### config.mk
export PLATFORM = sky130hd
export DESIGN_NAME = axis_packet_splitter_mc
export DESIGN_NICKNAME = d
export VERILOG_FILES = /design/src/rtl/axis_split_pkg.sv /design/src/rtl/axis_lockstep_join.sv /design/src/rtl/axis_packet_splitter_mc.sv
export SDC_FILE = /design/constraint.sdc
export NUM_CORES = 1
export LEC_CHECK = 0
export BUFFER_PORTS_ARGS = -buffer_cell sky130_fd_sc_hd__buf_2
export CAP_MARGIN = 20
export CORE_ASPECT_RATIO = 0.75
export CORE_MARGIN = 2
export CORE_UTILIZATION = 51
export CTS_BUF_LIST = sky130_fd_sc_hd__clkbuf_8
export CTS_CLUSTER_DIAMETER = 60
export DETAILED_ROUTE_END_ITERATION = 10
export HOLD_SLACK_MARGIN = 0.05
export PLACE_DENSITY = 0.8
export SLEW_MARGIN = 10
export SYNTH_ARGS = -nofsm -noshare
export SYNTH_HDL_FRONTEND = slang
export SYNTH_SLANG_ARGS = --single-unit
### constraint.sdc
create_clock -name clk -period 4.65 [get_ports clk]
set_input_delay 0.465 -clock clk [delete_from_list [all_inputs] [get_ports clk]]
set_output_delay 0.465 -clock clk [all_outputs]
set_load 0.02 [all_outputs]
### src/rtl/axis_split_pkg.sv
// Shared definitions for the lockstep AXI-Stream packet splitter family:
// controller state encoding and sideband field width helper.
package axis_split_pkg;

    typedef enum logic [1:0] {
        ST_IDLE  = 2'd0,
        ST_RUN   = 2'd1,
        ST_DONE  = 2'd2,
        ST_ERROR = 2'd3
    } split_state_t;

    localparam int SIDEBAND_WIDTH = 8;

    // Disabled sideband fields keep a minimum width of one bit so port widths never collapse to zero.
    function automatic int field_width(input bit enable, input int enabled_width);
        return enable ? enabled_width : 1;
    endfunction

endpackage

### src/rtl/axis_lockstep_join.sv
// Lockstep handshake join: all enabled lanes must be valid (and ready) before
// any lane may move a beat.
module axis_lockstep_join #(
    parameter int CHANNELS = 4
) (
    input  logic [CHANNELS-1:0] valid,
    input  logic [CHANNELS-1:0] ready,
    input  logic [CHANNELS-1:0] mask,
    input  logic                enable,
    output logic                all_v,
    output logic                fire
);

    logic all_r;

    // Masked-off lanes count as satisfied so they never stall the group.
    assign all_v = &(valid | ~mask);
    assign all_r = &(ready | ~mask);
    assign fire  = enable & all_v & all_r;

endmodule

### src/rtl/axis_packet_splitter_mc.sv
// Multi-channel lockstep packet splitter: re-frames enabled lanes into packets of
// a run-time size, regenerating tlast, for a bounded or tlast-terminated run.
module axis_packet_splitter_mc
    import axis_split_pkg::*;
#(
    parameter int CHANNELS            = 4,
    parameter int DATA_WIDTH          = 16,
    parameter bit KEEP_ENABLE         = (DATA_WIDTH > 8),
    parameter int KEEP_WIDTH          = KEEP_ENABLE ? (DATA_WIDTH + 7) / 8 : 1,
    parameter bit ID_ENABLE           = 1'b0,
    parameter bit DEST_ENABLE         = 1'b0,
    parameter bit USER_ENABLE         = 1'b0,
    parameter int ID_WIDTH            = field_width(ID_ENABLE, SIDEBAND_WIDTH),
    parameter int DEST_WIDTH          = field_width(DEST_ENABLE, SIDEBAND_WIDTH),
    parameter int USER_WIDTH          = field_width(USER_ENABLE, SIDEBAND_WIDTH),
    parameter int PCKT_WIDTH          = 32,
    parameter int CNT_WIDTH           = 16,
    parameter bit ALLOW_LOCKS         = 1'b1,
    parameter bit RAISE_NON_DIVISIBLE = 1'b1
) (
    input  logic                             clk,
    input  logic                             rst,
    input  logic                             operation_start,
    input  logic [PCKT_WIDTH-1:0]            pckt_size,
    input  logic [CNT_WIDTH-1:0]             pckt_count,
    input  logic [CHANNELS-1:0]              chan_mask,
    input  logic                             lock,
    input  logic                             external_error,
    output logic                             operation_busy,
    output logic                             operation_complete,
    output logic                             operation_error,
    output logic [PCKT_WIDTH-1:0]            beats_done,
    output logic [CNT_WIDTH-1:0]             pckts_done,
    input  logic [CHANNELS*DATA_WIDTH-1:0]   s_axis_tdata,
    input  logic [CHANNELS*KEEP_WIDTH-1:0]   s_axis_tkeep,
    input  logic [CHANNELS-1:0]              s_axis_tvalid,
    output logic [CHANNELS-1:0]              s_axis_tready,
    input  logic [CHANNELS-1:0]              s_axis_tlast,
    input  logic [CHANNELS*ID_WIDTH-1:0]     s_axis_tid,
    input  logic [CHANNELS*DEST_WIDTH-1:0]   s_axis_tdest,
    input  logic [CHANNELS*USER_WIDTH-1:0]   s_axis_tuser,
    output logic [CHANNELS*DATA_WIDTH-1:0]   m_axis_tdata,
    output logic [CHANNELS*KEEP_WIDTH-1:0]   m_axis_tkeep,
    output logic [CHANNELS-1:0]              m_axis_tvalid,
    input  logic [CHANNELS-1:0]              m_axis_tready,
    output logic [CHANNELS-1:0]              m_axis_tlast,
    output logic [CHANNELS*ID_WIDTH-1:0]     m_axis_tid,
    output logic [CHANNELS*DEST_WIDTH-1:0]   m_axis_tdest,
    output logic [CHANNELS*USER_WIDTH-1:0]   m_axis_tuser
);

    split_state_t          state;
    logic [PCKT_WIDTH-1:0] size_q;
    logic [CNT_WIDTH-1:0]  count_q;
    logic [CHANNELS-1:0]   mask_q;
    logic [PCKT_WIDTH-1:0] beat_cnt;
    logic [CNT_WIDTH-1:0]  pkt_cnt;
    logic                  busy_q;
    logic                  complete_q;
    logic                  error_q;

    logic                  lk;
    logic                  run_ok;
    logic                  all_v;
    logic                  fire;
    logic                  last_beat;
    logic [CNT_WIDTH-1:0]  pkt_next;
    logic [CHANNELS-1:0]   en_tlast;
    logic                  any_tlast;
    logic                  tlast_split;
    logic                  first_tlast;
    logic                  bounded;
    logic                  err_beat;
    logic                  done_beat;
    logic                  bad_start;

    assign lk     = lock & ALLOW_LOCKS;
    assign run_ok = (state == ST_RUN) & ~lk;

    axis_lockstep_join #(
        .CHANNELS(CHANNELS)
    ) u_join (
        .valid (s_axis_tvalid),
        .ready (m_axis_tready),
        .mask  (mask_q),
        .enable(run_ok),
        .all_v (all_v),
        .fire  (fire)
    );

    assign last_beat   = (beat_cnt == size_q - PCKT_WIDTH'(1));
    assign pkt_next    = pkt_cnt + CNT_WIDTH'(1);
    assign en_tlast    = s_axis_tlast & mask_q;
    assign any_tlast   = |en_tlast;
    assign tlast_split = any_tlast && (en_tlast != mask_q);
    assign bounded     = (count_q != '0);
    assign bad_start   = (pckt_size == '0) || (chan_mask == '0);

    // The lowest enabled lane is the reference lane for unbounded termination.
    always_comb begin
        first_tlast = 1'b0;
        for (int i = CHANNELS - 1; i >= 0; i--) begin
            if (mask_q[i]) begin
                first_tlast = s_axis_tlast[i];
            end
        end
    end

    assign err_beat  = RAISE_NON_DIVISIBLE &&
                       ((any_tlast && !last_beat) || tlast_split ||
                        (bounded && any_tlast && last_beat && (pkt_next != count_q)));
    assign done_beat = bounded ? (last_beat && (pkt_next == count_q))
                               : (first_tlast && last_beat);

    assign m_axis_tvalid = (run_ok && all_v) ? mask_q : '0;
    assign s_axis_tready = fire ? mask_q : '0;
    assign m_axis_tlast  = last_beat ? mask_q : '0;

    for (genvar i = 0; i < CHANNELS; i++) begin : g_lane
        assign m_axis_tdata[i*DATA_WIDTH +: DATA_WIDTH] =
            mask_q[i] ? s_axis_tdata[i*DATA_WIDTH +: DATA_WIDTH] : '0;
        assign m_axis_tkeep[i*KEEP_WIDTH +: KEEP_WIDTH] =
            (KEEP_ENABLE && mask_q[i]) ? s_axis_tkeep[i*KEEP_WIDTH +: KEEP_WIDTH] : '0;
        assign m_axis_tid[i*ID_WIDTH +: ID_WIDTH] =
            (ID_ENABLE && mask_q[i]) ? s_axis_tid[i*ID_WIDTH +: ID_WIDTH] : '0;
        assign m_axis_tdest[i*DEST_WIDTH +: DEST_WIDTH] =
            (DEST_ENABLE && mask_q[i]) ? s_axis_tdest[i*DEST_WIDTH +: DEST_WIDTH] : '0;
        assign m_axis_tuser[i*USER_WIDTH +: USER_WIDTH] =
            (USER_ENABLE && mask_q[i]) ? s_axis_tuser[i*USER_WIDTH +: USER_WIDTH] : '0;
    end

    // Lock freezes everything, including state; a beat that errors is still counted.
    always_ff @(posedge clk) begin
        if (rst) begin
            state      <= ST_IDLE;
            size_q     <= '0;
            count_q    <= '0;
            mask_q     <= '0;
            beat_cnt   <= '0;
            pkt_cnt    <= '0;
            busy_q     <= 1'b0;
            complete_q <= 1'b0;
            error_q    <= 1'b0;
        end else if (!lk) begin
            if (fire) begin
                if (last_beat) begin
                    beat_cnt <= '0;
                    pkt_cnt  <= pkt_next;
                end else begin
                    beat_cnt <= beat_cnt + PCKT_WIDTH'(1);
                end
            end
            case (state)
                ST_RUN: begin
                    if (external_error || (fire && err_beat)) begin
                        state   <= ST_ERROR;
                        busy_q  <= 1'b0;
                        error_q <= 1'b1;
                    end else if (fire && done_beat) begin
                        state      <= ST_DONE;
                        busy_q     <= 1'b0;
                        complete_q <= 1'b1;
                    end
                end
                default: begin
                    if (external_error && (state != ST_IDLE)) begin
                        state      <= ST_ERROR;
                        complete_q <= 1'b0;
                        error_q    <= 1'b1;
                    end else if (operation_start) begin
                        size_q     <= pckt_size;
                        count_q    <= pckt_count;
                        mask_q     <= chan_mask;
                        beat_cnt   <= '0;
                        pkt_cnt    <= '0;
                        complete_q <= 1'b0;
                        if (bad_start) begin
                            state   <= ST_ERROR;
                            error_q <= 1'b1;
                        end else begin
                            state   <= ST_RUN;
                            busy_q  <= 1'b1;
                            error_q <= 1'b0;
                        end
                    end
                end
            endcase
        end
    end

    assign operation_busy     = busy_q;
    assign operation_complete = complete_q;
    assign operation_error    = error_q;
    assign beats_done         = beat_cnt;
    assign pckts_done         = pkt_cnt;

endmodule

==> results.json <==
{
  "outcome": "complete, no violations",
  "cap_violations": 0,
  "synth_top_family_by_area": "simple AND/OR/NAND/NOR gates",
  "clk_path_buf_depth": 2,
  "ios": 300,
  "dr.pass1.iters": 6,
  "hold_class": "input pin to register",
  "io_buffer_count": 275,
  "drc": 0,
  "ant_nets": 0,
  "grt_setup_unrepaired": "false",
  "wirelength_mm": 29.0,
  "overflow": 0,
  "post_cts_buffers": 0,
  "post_synth_and_or_nand_nor_area_fraction_pct": 35.7,
  "synth_xor_area_share_pct": 9.13,
  "vias_per_cell": 6.09,
  "final_cell_area_um2": 8940,
  "synth-edff-count": 0,
  "netlist_instances": 996,
  "clk_latency_ps": 400,
  "powerDensity_nw_per_um2": 238,
  "start_util_pct": 52.7,
  "h-tree-depth": 3,
  "post-route-period-util_pct": 93.6,
  "clock_sinks": 105,
  "hold_start": "pckt_count[14]",
  "grt_pass1_vias": 7463,
  "rows": 37,
  "fillers": 1314,
  "fmax_mhz": 230,
  "track_usage_pct": 36.9,
  "peakVddDrop_mv": 0.136,
  "syn2layout_area_growth_pct": 22.6,
  "maxSlewHeadroom_pct": 26.8,
  "setup_viol": 0,
  "power_switching_uw": 762,
  "cts.clk_slew.worst_paths_ps": 110,
  "worstReg2RegStart": "size_q[6]",
  "start_kind": "register",
  "top_usage_layer": "met2",
  "ys_seq_area_share_pct": 28.8,
  "place_area_um2": 8730,
  "vias": 8678,
  "synth_compound_area_share_pct": 18.5,
  "p_int_uw": 1360,
  "synth.avg_cell_area_um2": 7.32,
  "met2_usage_pct": 56.5,
  "fp.dieW_um": 142,
  "crit_fanout": 8,
  "ys_types": 68,
  "finalMaxSlewViolations": 0,
  "cp-end-kind": "output pin",
  "async_reset_ff_share_pct": 0,
  "placeableCoreArea_um2": 13800,
  "max_stage_delay_ps": 560,
  "finalNetCount": 1391,
  "hold_ws_ps": 299,
  "dp_hpwl_mm": 22.6,
  "cp_cell_sequence": "nor4_4 -> nand4_1 -> xnor2_1 -> nand4_1 -> or4_1 -> or4_4 -> nor4b_1 -> buf_4 -> and2_1 -> buf_2",
  "p_sw_share_pct": 35.9,
  "required_ps": 4180,
  "hold_violations": 0,
  "finalNonFillerCells": 1424,
  "r2r_slack_ps": 530,
  "synthFlopType": "dfxtp_1",
  "seq_power_share_pct": 45.6,
  "grt_util_met1_pct": 52.9,
  "drive_above_1_share_pct": 26.9,
  "synthMuxAreaShare_pct": 1.13,
  "cts-root-buf": "clkbuf_8",
  "clock_skew_ps": 18.1,
  "cts_buffers": 9,
  "comb_power_share_pct": 27.8,
  "die_area_um2": 15300,
  "cp.arrival_ps": 3890,
  "setup_tns_ps": 0,
  "synth-warning-count": 0,
  "synth.ff_latch_count": 105,
  "finalWeightedCongestion": 1.00,
  "wl_per_cell_um": 20.4,
  "die_h_um": 108,
  "grt_pass1_wl_mm": 43.3,
  "first_iter_violations": 824,
  "min_period_ps": 4350,
  "p_total_uw": 2120,
  "worst_pin_slew_ps": 1090,
  "path_common_cell": "nand4_1",
  "synth_fa_ha_area_share_pct": 0.515,
  "grt_use_met3_pct": 7.61,
  "path_class": "register to output pin",
  "antenna_found_initial": 7,
  "grt_max_degree": 72,
  "p_clk_share_pct": 26.6,
  "placedCellCount": 1399,
  "cp-startpoint": "size_q[2]",
  "syn_area_um2": 7290,
  "leakage_uw": 0.00387,
  "slowest_stage": "or4_1",
  "cts_tree": "yes"
}
==> final cells by class <==
cell class | instances | area, um2 | area share [%]
clock inverters | 7 | 55.1 | 0.616
clock buffers | 9 | 124 | 1.39
repair buffers | 290 | 1500 | 16.8
well taps | 175 | 219 | 2.45
diodes | 9 | 22.5 | 0.252
flip-flops and latches | 105 | 2100 | 23.5
multi-input cells | 800 | 4800 | 53.8
inverters | 29 | 109 | 1.22
==> power by group through the flow <==
stage / sequential [uW] / combinational [uW] / clock (uW)
after floorplan: 975 / 394 / 0
after global placement: 985 / 558 / 0
after detailed placement: 986 / 569 / 0
after CTS: 966 / 573 / 564
after global routing: 971 / 634 / 596
final: 967 / 591 / 565
==> state kept, by name (all words and copies together), names as in the netlist <==
signal	count
mask_q	4
operation_error	1
operation_busy	1
operation_complete	1
pckts_done	16
beats_done	32
state	2
count_q	16
size_q	32
==> placed cells by master (no fill, tap or decap), types with 4 or more instances in the layout <==
cell / n
a211oi_1: 4
a21boi_0: 4
a21oi_1: 82
a311oi_1: 6
a31oi_1: 46
and2_1: 89
and3_1: 9
and4_1: 6
buf_2: 275
buf_4: 14
clkbuf_8: 9
conb_1: 12
dfxtp_1: 105
diode_2: 9
inv_1: 30
mux2i_1: 6
nand2_1: 167
nand3_1: 33
nand3b_1: 4
nand4_1: 25
nor2_1: 42
nor3_1: 32
nor3b_1: 5
nor4_1: 26
nor4_4: 4
o21a_1: 7
o21ai_0: 20
o22ai_1: 4
o31ai_1: 7
or2_2: 4
or3b_2: 8
or4_1: 11
xnor2_1: 50
xor2_1: 26
==> synth_stat cells (8+ instances only) <==
cell	n	area, um2
a31oi_1	46	288
inv_1	29	109
clkbuf_1	52	195
xor2_1	26	228
or3b_2	8	70.1
nand4_1	25	156
nor4_1	26	163
and2_1	89	557
nor2_1	43	161
dfxtp_1	105	2100
or4_1	11	82.6
and3_1	9	56.3
buf_4	13	97.6
nand2_1	167	627
xnor2_1	50	438
a21oi_1	82	410
o21ai_0	20	100
nor3_1	32	160
nand3_1	34	170
==> routing by layer <==
layer,wire length (um),vias up
li1,-,4015
met3,3330,61
met4,637,6
met5,39,-
met2,12400,545
met1,12600,4051
==> stage by stage <==
stage	setup slack, ps	util, %
floorplan	1070	-
global placement	759	62.9
detailed placement	645	63.0
CTS	339	64.3
global route	25.2	64.4
finish	297	64.6
==> kinds of logic (layout without fill, tap and decap cells) <==
| group | after synthesis | in the layout |
|---|---|---|
| multiplexers | 8 | 8 |
| flip-flops | 105 | 105 |
| buffers and inverters | 102 | 335 |
| XOR/XNOR | 76 | 76 |
| AND/OR/NAND/NOR | 488 | 488 |
| other | 1 | 21 |
| AO/OA/AOI/OAI | 213 | 213 |
| adder cells (fa/ha/maj) | 3 | 3 |
==> critical path: cells and delay by family, from the launching register on <==
family                 cells  cell delay (ps)
flip-flops                 1              440
buffers and inverters      2              370
AND/OR/NAND/NOR            7             2400
XOR/XNOR                   1              280
==> final timing paths <==
kind / endpoint / depth (start not counted)
hold / removal: count_q[14] / 3
setup reg to reg: operation_busy / 9
hold reg to reg: size_q[31] / 2
setup / recovery: m_axis_tlast[1] / 10
==> repair_timing <==
action | 4_1_cts | 5_1_grt
setup endpoints to repair | 0 | 1
resized for setup | 0 | 1
hold buffers | 0 | 0
Power figures use the tool's default switching activity.
